$ cat config.mk
export PLATFORM = sky130hd
export DESIGN_NAME = l2_merge_ctrl
export DESIGN_NICKNAME = d
export VERILOG_FILES = /design/src/rtl/l2_merge_ctrl.sv
export SDC_FILE = /design/constraint.sdc
export NUM_CORES = 1
export LEC_CHECK = 0
export BUFFER_PORTS_ARGS = -buffer_cell sky130_fd_sc_hd__buf_2
export CORE_AREA = 3 3 104 106
export DETAILED_ROUTE_END_ITERATION = 12
export DIE_AREA = 0 0 107 109
export SYNTH_ARGS = -nofsm -noshare
export SYNTH_HDL_FRONTEND = slang
export SYNTH_SLANG_ARGS = --single-unit
$ cat constraint.sdc
create_clock -name clk -period 1.3 [get_ports clk]
set_input_delay 0.26 -clock clk [delete_from_list [all_inputs] [get_ports clk]]
set_output_delay 0.26 -clock clk [all_outputs]
set_load 0.01 [all_outputs]
$ cat src/rtl/l2_merge_ctrl.sv
// rtl/l2_merge_ctrl.sv - N-master round-robin merge onto the L2 front-end with invalidate sequencing
module l2_merge_ctrl #(
    parameter int N_MASTERS = 2,
    parameter int ADDR_W    = 30,
    parameter int DATA_W    = 32
) (
    input  logic                          clk,
    input  logic                          rst,
    input  logic [N_MASTERS-1:0]          m_valid,
    input  logic [N_MASTERS*ADDR_W-1:0]   m_addr,
    input  logic [N_MASTERS*DATA_W-1:0]   m_wdata,
    input  logic [N_MASTERS*DATA_W/8-1:0] m_wstrb,
    output logic [DATA_W-1:0]             m_rdata,
    output logic [N_MASTERS-1:0]          m_ready,
    input  logic [N_MASTERS-1:0]          inv_req,
    output logic                          s_valid,
    output logic [ADDR_W-1:0]             s_addr,
    output logic [DATA_W-1:0]             s_wdata,
    output logic [DATA_W/8-1:0]           s_wstrb,
    input  logic [DATA_W-1:0]             s_rdata,
    input  logic                          s_ready,
    output logic                          s_inv,
    output logic                          inv_busy
);

    localparam int SW = DATA_W / 8;
    localparam int GW = (N_MASTERS > 1) ? $clog2(N_MASTERS) : 1;

    typedef enum logic {IDLE, BUSY} state_t;

    state_t          state_q, state_d;
    logic [GW-1:0]   grant_q, grant_d;
    logic [GW-1:0]   last_q, last_d;
    logic            inv_pending_q, inv_pending_d;

    logic [GW-1:0]   rr_pick;
    logic            rr_found;
    logic            busy;
    logic            inv_any;

    assign busy    = (state_q == BUSY);
    assign inv_any = |inv_req;

    // First requester after the last-served master, wrapping modulo N_MASTERS.
    always_comb begin
        int            idx_int;
        logic [GW-1:0] idx;
        rr_pick  = '0;
        rr_found = 1'b0;
        idx_int  = 0;
        idx      = '0;
        for (int i = 1; i <= N_MASTERS; i++) begin
            idx_int = (int'(last_q) + i) % N_MASTERS;
            idx     = GW'(idx_int);
            if (!rr_found && m_valid[idx]) begin
                rr_found = 1'b1;
                rr_pick  = idx;
            end
        end
    end

    always_comb begin
        state_d = state_q;
        grant_d = grant_q;
        last_d  = last_q;
        case (state_q)
            IDLE: begin
                // A same-cycle inv_req already counts as pending, so it beats a new grant.
                if (!inv_pending_q && !inv_any && rr_found) begin
                    grant_d = rr_pick;
                    state_d = BUSY;
                end
            end
            BUSY: begin
                if (s_ready) begin
                    last_d  = grant_q;
                    state_d = IDLE;
                end else if (!m_valid[grant_q]) begin
                    state_d = IDLE;
                end
            end
            default: state_d = IDLE;
        endcase
    end

    assign s_inv         = (state_q == IDLE) && inv_pending_q;
    assign inv_pending_d = inv_any || (inv_pending_q && !s_inv);
    assign inv_busy      = inv_pending_q || inv_any || s_inv;

    always_comb begin
        s_valid = 1'b0;
        s_addr  = '0;
        s_wdata = '0;
        s_wstrb = '0;
        m_ready = '0;
        if (busy) begin
            s_valid = m_valid[grant_q];
            s_addr  = m_addr[grant_q*ADDR_W +: ADDR_W];
            s_wdata = m_wdata[grant_q*DATA_W +: DATA_W];
            s_wstrb = m_wstrb[grant_q*SW +: SW];
            for (int i = 0; i < N_MASTERS; i++) begin
                m_ready[i] = s_ready && (grant_q == GW'(i));
            end
        end
    end

    assign m_rdata = s_rdata;

    always_ff @(posedge clk or negedge rst) begin
        if (!rst) begin
            state_q       <= IDLE;
            grant_q       <= '0;
            last_q        <= GW'(N_MASTERS - 1);
            inv_pending_q <= 1'b0;
        end else begin
            state_q       <= state_d;
            grant_q       <= grant_d;
            last_q        <= last_d;
            inv_pending_q <= inv_pending_d;
        end
    end

endmodule

==> impl_metrics.yaml, run 1 <==
status:
  status: "finished with violations"
  violations: "setup timing"
yosys:
  synth-simple-area-share: 0.208
  syn_area_per_cell_sq_um: 7.42
  ys_warn_count: 0
  synth-xor-area-share: 0
  synthMuxAreaShare: 0.454
  synthAdderAreaFrac: 0
  syn_inst: 199
  yosys.area.top_type_share: 0.454
  synth-seq-cells: 4
  synth_cell_type_count: 19
  synth_compound_area_frac: 0.0297
  synth.area.top_cells: "mux2i_1 45%, buf_4 19%, nor2_1 17%"
  syn-num-nets: 370
  synth_top_area_cell: "mux2i_1"
  synth_top_family_by_area: "multiplexers"
  yosysSeqAreaShare: 0.0686
  syn-cell-area_sq_um: 1480
floorplanning:
  start_util: 0.150
  io_pins: 274
  core_area_sq_um: 9860
  die_y_microns: 109
  die_x_microns: 107
  rows: 36
  dieArea_sq_um: 11700
finish:
  instances_no_fill: 507
  nNetsFinal: 546
  fin_util: 0.260
  fillers: 1080
  syn_to_final_growth_pct: 74.0
  drive_gt1_frac: 0.618
  design_area_sq_um: 2570
  n_antenna_cell: 0
detailed_routing:
  first_pass_iters: 4
  vias: 1997
  via_per_inst: 3.94
  drcViolationCount: 0
  wire_per_inst_microns: 12.3
  drtIter0Drc: 74
  wl_mm: 6.23
  postRouteAntennaNets: 0
worst_setup_path:
  path_cells: "buf_12, mux2i_4, nor2_1, buf_2"
  path_depth: 4
  path_buf_inv: 2
  path_max_fanout: 23
  start_kind: "flop"
  worstReg2RegEnd: "busy"
  endpoint_kind: "output pin"
  cp.arrival_ns: 1.37
  crit_path_end: "s_wstrb[2]"
  worstSetupStartpoint: "grant_q"
  reg2reg_slack_ns: -0.01
  slowest_delay_ns: 0.47
  worstRegToRegCells: 4
  crit_type: "flop to output pin"
  worst_path_max_delay_cell: "dfrtp_4"
  crit_required_ns: 1.04
  timing.rr.start: "grant_q"
  cp_top_family: "flip-flops"
placement:
  dp_hpwl_mm: 5.12
  place.gp.congestion: 0.641
  place_inst: 500
  dpl_cell_area_sq_um: 2440
  place_ws_ns: -0.174
  port_buffers: 209
clocking:
  clk_pin_slew_ns: 0.04
  cts_buffer_depth: 2
  cts_buffers: 3
  cts_tree: "built"
  worstSkewPairLatency_ns: 0.22
  root_buffer: "clkbuf_8"
  htree_levels: 1
  cts.sinks: 4
sta:
  fmax_ghz: 0.612
  clock_skew_ns: 0.00756
  worst_pin_slew_ns: 0.317
  post-route-min-period_ns: 1.63
  finalCritPeriodShare: 1.26
  rsz0062_at_grt: "yes"
  relSlewSlack: 0.786
  setup_ws_ns: -0.334
  setup_viol: 70
  tns_ns: -18.43
  hold_violations: 0
  drv_slew: 0
pwr:
  seq_power_share: 0.108
  intPower_uw: 1120
  p_per_area_nw_per_um2: 719
  leakagePower_uw: 0.00156
  comb_power_share: 0.738
  p_clk_frac: 0.155
  vdd_ir_drop_max_uv: 488
  swShare: 0.393
  power_switching_uw: 726
min_path:
  hold_path.class: "input pin to flop"
global_routing:
  grt_overflow_total: 0
  grt_max_degree: 38
  grt_pass1_vias: 1858
  antenna_found_initial: 0
  grt.total_usage: 0.0930
  grt_pass1_wl_mm: 8.78
run:
  drv_cap: 0
==> stage by stage <==
step / hold WS (ns) / total power, uW
2_1_floorplan: -0.0356 / 1160
3_3_place_gp: 0.0675 / 1420
3_5_place_dp: 0.0770 / 1470
4_1_cts: 0.285 / 1930
5_1_grt: 0.289 / 1980
6_report: 0.287 / 1850
==> kinds of logic after synthesis <==
kind of cell	Yosys count
AOI/OAI and AO/OA	5
muxes	67
DFF	4
and+or+nand+nor	75
buffers and inverters	48
==> power groups by stage <==
stage / clock [uW] / sequential [uW] / combinational, uW
floorplan: 0 / 167 / 996
global placement: 0 / 189 / 1230
detailed placement: 0 / 193 / 1280
CTS: 289 / 200 / 1440
global route: 298 / 204 / 1480
finish: 286 / 199 / 1360
==> worst min-delay path by stage <==
stage / startpoint / to / slack (ns) / cells past startpoint
finish: s_ready / busy / 0.29 / 2
global route: s_ready / busy / 0.29 / 2
CTS: s_ready / busy / 0.28 / 2
floorplan: rst / busy / -0.04 / 0
global placement: rst / inv_pending_q / 0.07 / 1
detailed placement: rst / inv_pending_q / 0.08 / 1
==> registers in the layout, indices dropped and copies added, names as in the netlist <==
name,cells
grant_q,1
inv_pending_q,1
last_q,1
busy,1
==> per-layer routing <==
metal	vias up	wire, microns	GRT usage	part of all wire
met1	846	2060	0.0930	0.33
met2	142	3340	0.189	0.54
met4	0	136	0.0311	0.022
li1	985	-	-	-
met5	-	0	0	0
met3	24	695	0.0189	0.11
==> cell type report <==
| type | instances | area (sq um) | share of cell area |
|---|---|---|---|
| multi-input combinational | 147 | 1060 | 0.414 |
| timing repair buffer | 218 | 1190 | 0.462 |
| tap | 133 | 166 | 0.0648 |
| clock buffer | 4 | 45.0 | 0.0175 |
| inverter | 1 | 3.75 | 0.00146 |
| sequential | 4 | 105 | 0.0409 |
==> Yosys cell counts <==
library cell and n:
a32o_1 1, mux2i_1 67, nand2_1 3, a21o_1 1, a211o_1 1, nor4_4 1, buf_6 4, buf_4 38
nor2_1 68, or3_1 1, clkbuf_1 4, o21ai_0 1, dfrtp_1 3, nor2b_1 1, and3_1 1, dfstp_2 1
inv_2 1, o31ai_2 1, buf_2 1
==> layout by cell type (no fill, tap or decap), drive strengths merged <==
| master | n |
|---|---|
| a21o | 1 |
| dlygate4sd3 | 1 |
| o21ai | 1 |
| a32o | 1 |
| a211o | 1 |
| inv | 1 |
| o31ai | 1 |
| or3 | 1 |
| nand2 | 3 |
| nor4 | 1 |
| dfrtp | 3 |
| nor2b | 1 |
| and3 | 1 |
| clkbuf | 4 |
| dfstp | 1 |
| mux2i | 67 |
| buf | 217 |
| nor2 | 68 |
==> timing repair <==
action                                  in CTS  in global routing
endpoints found under the setup margin      71                 71
cloned                                       1                  0
resized for setup                            5                  5
hold endpoints to repair                     3                  0
hold buffers                                 1                  0
setup buffers                                2                  0
pin swaps                                    1                  1
Power figures use the tool's default switching activity.
==> run 2, diff against run 1 <==
--- a/config.mk
+++ b/config.mk
@@ -6,9 +6,10 @@
 export NUM_CORES = 1
 export LEC_CHECK = 0
 export BUFFER_PORTS_ARGS = -buffer_cell sky130_fd_sc_hd__buf_2
-export CORE_AREA = 3 3 104 106
+export CORE_AREA = 3 3 106 108
 export DETAILED_ROUTE_END_ITERATION = 12
-export DIE_AREA = 0 0 107 109
+export DIE_AREA = 0 0 109 111
+export RECOVER_POWER = 100
 export SYNTH_ARGS = -nofsm -noshare
 export SYNTH_HDL_FRONTEND = slang
 export SYNTH_SLANG_ARGS = --single-unit
==> constraint.sdc (replaced) <==
create_clock -name clk -period 2.1 [get_ports clk]
set_input_delay 0.42 -clock clk [delete_from_list [all_inputs] [get_ports clk]]
set_output_delay 0.42 -clock clk [all_outputs]
set_load 0.01 [all_outputs]
==> run 2 against run 1 <==
Net effect: the flow now finishes without violations; routed wire length is 4.8% lower; die area is 3.7% higher; core utilization is 3.3 points lower; flip-flop and latch count stayed put; non-clock buffer count is 5 lower; critical path type unchanged; largest power group unchanged; register-to-register slack better by 0.72 ns; critical path depth stayed put; largest cell class unchanged; first-iteration DRC count is 28% lower; combinational power is 47% lower; clock skew is 0.0012 ns higher.
==> impl_metrics.yaml, run 2 (synthesis results as in run 1) <==
pwr:
  intPower_uw: 621
  p_clk_frac: 0.168
  power_switching_uw: 408
  swShare: 0.397
  leakagePower_uw: 0.00123
  seq_power_share: 0.133
  p_per_area_nw_per_um2: 438
  vdd_ir_drop_max_uv: 263
  comb_power_share: 0.699
min_path:
  hold_path.class: "input pin to flop"
worst_setup_path:
  cp.arrival_ns: 1.50
  path_max_fanout: 31
  path_cells: "buf_12, mux2i_1, nor2_1, clkbuf_1"
  crit_type: "flop to output pin"
  start_kind: "flop"
  path_buf_inv: 2
  endpoint_kind: "output pin"
  slowest_delay_ns: 0.54
  cp_top_family: "flip-flops"
  crit_required_ns: 1.68
  worst_path_max_delay_cell: "dfrtp_4"
detailed_routing:
  first_pass_iters: 4
  drtIter0Drc: 53
  wire_per_inst_microns: 11.7
  vias: 1982
  wl_mm: 5.93
  via_per_inst: 3.92
  postRouteAntennaNets: 0
  drcViolationCount: 0
sta:
  drv_slew: 0
  worst_pin_slew_ns: 0.506
  fmax_ghz: 0.522
  setup_ws_ns: 0.183
  rsz0062_at_grt: "no"
  finalCritPeriodShare: 0.913
  clock_skew_ns: 0.00871
  setup_viol: 0
  post-route-min-period_ns: 1.92
  relSlewSlack: 0.660
  tns_ns: 0
  hold_violations: 0
placement:
  dp_hpwl_mm: 5.09
  place_inst: 500
  place_ws_ns: 0.389
  place.gp.congestion: 0.723
  port_buffers: 209
global_routing:
  grt_overflow_total: 0
  antenna_found_initial: 0
  grt_max_degree: 69
  grt_pass1_wl_mm: 8.67
  grt.total_usage: 0.0847
  grt_pass1_vias: 1935
finish:
  drive_gt1_frac: 0.407
  instances_no_fill: 505
  fillers: 1212
  layout_commonest_cell: "buf_2"
  n_antenna_cell: 0
  syn_to_final_growth_pct: 59.2
  nNetsFinal: 541
  layout_common_cells: "140 x buf_2, 70 x clkbuf_1, 68 x nor2_1"
clocking:
  cts_tree: "built"
  root_buffer: "clkbuf_8"
  cts_buffer_depth: 2
  postCtsSetupBuffers: 0
  clk_pin_slew_ns: 0.04
  ctsHoldBuffers: 0
  cts_buffers: 3
  ctsResizeCount: 0
  htree_levels: 1
  worstSkewPairLatency_ns: 0.22
  cts.sinks: 4
floorplanning:
  start_util: 0.143
  die_y_microns: 111
  core_area_sq_um: 10300
  io_pins: 274
  die_x_microns: 109
  dieArea_sq_um: 12100
  rows: 37
run:
  drv_cap: 0
status:
  status: "completed"
-- run 2: cell types whose count changed in the layout (fill, tap and decap cells not counted), sizes merged --
cell / delta
clkbuf: +69
buf: -74
-- run 2: stage by stage --
step	total power [uW]	util	area [sq um]	hold WS (ns)
after floorplan	720	-	1480	0.124
after global placement	856	0.233	2410	0.233
after detailed placement	879	0.233	2410	0.233
after CTS	1050	0.237	2450	0.00122
after global routing	1110	0.228	2350	0.422
final	1030	0.228	2350	0.424
-- run 2: cell type report --
type                    instances  area, sq um  share of cell area
clock buffers                   4         45.0              0.0192
inverters                       1         3.75             0.00160
multi-input cells             147         1010               0.428
flip-flops and latches          4          105              0.0447
well taps                     136          170              0.0724
repair buffers                213         1020               0.434
-- run 2: final timing paths --
| kind | start | end | slack, ns | depth (start not counted) |
|---|---|---|---|---|
| setup / recovery | grant_q | s_addr[1] | 0.18 | 4 |
| hold / removal | inv_req[0] | inv_pending_q | 0.42 | 2 |
| setup reg to reg | busy | grant_q | 0.71 | 3 |
| hold reg to reg | last_q | last_q | 0.52 | 1 |
| max in group asynchronous | rst | last_q | 1.24 | 2 |
| min in group asynchronous | rst | busy | 0.59 | 2 |
-- run 2: layer usage --
layer | share of wire | vias to the layer above | global-route usage | wire (microns)
li1 | - | 969 | - | -
met1 | 0.36 | 870 | 0.0938 | 2160
met2 | 0.50 | 123 | 0.161 | 2980
met3 | 0.11 | 20 | 0.0105 | 651
met4 | 0.023 | 0 | 0.0295 | 138
met5 | 0 | - | 0 | 0
-- run 2: worst register-to-register path: stages, from the launching register on --
cell and delay (ns):
dfrtp_1 0.43, nor4_1 0.51, nand2_1 0.11, a32o_1 0.22
-- run 2: power by group through the flow --
stage,sequential (uW),clock [uW],combinational (uW)
after floorplan,103,0,617
after global placement,138,0,718
after detailed placement,140,0,739
after CTS,139,175,741
after global routing,143,186,786
final,137,172,719
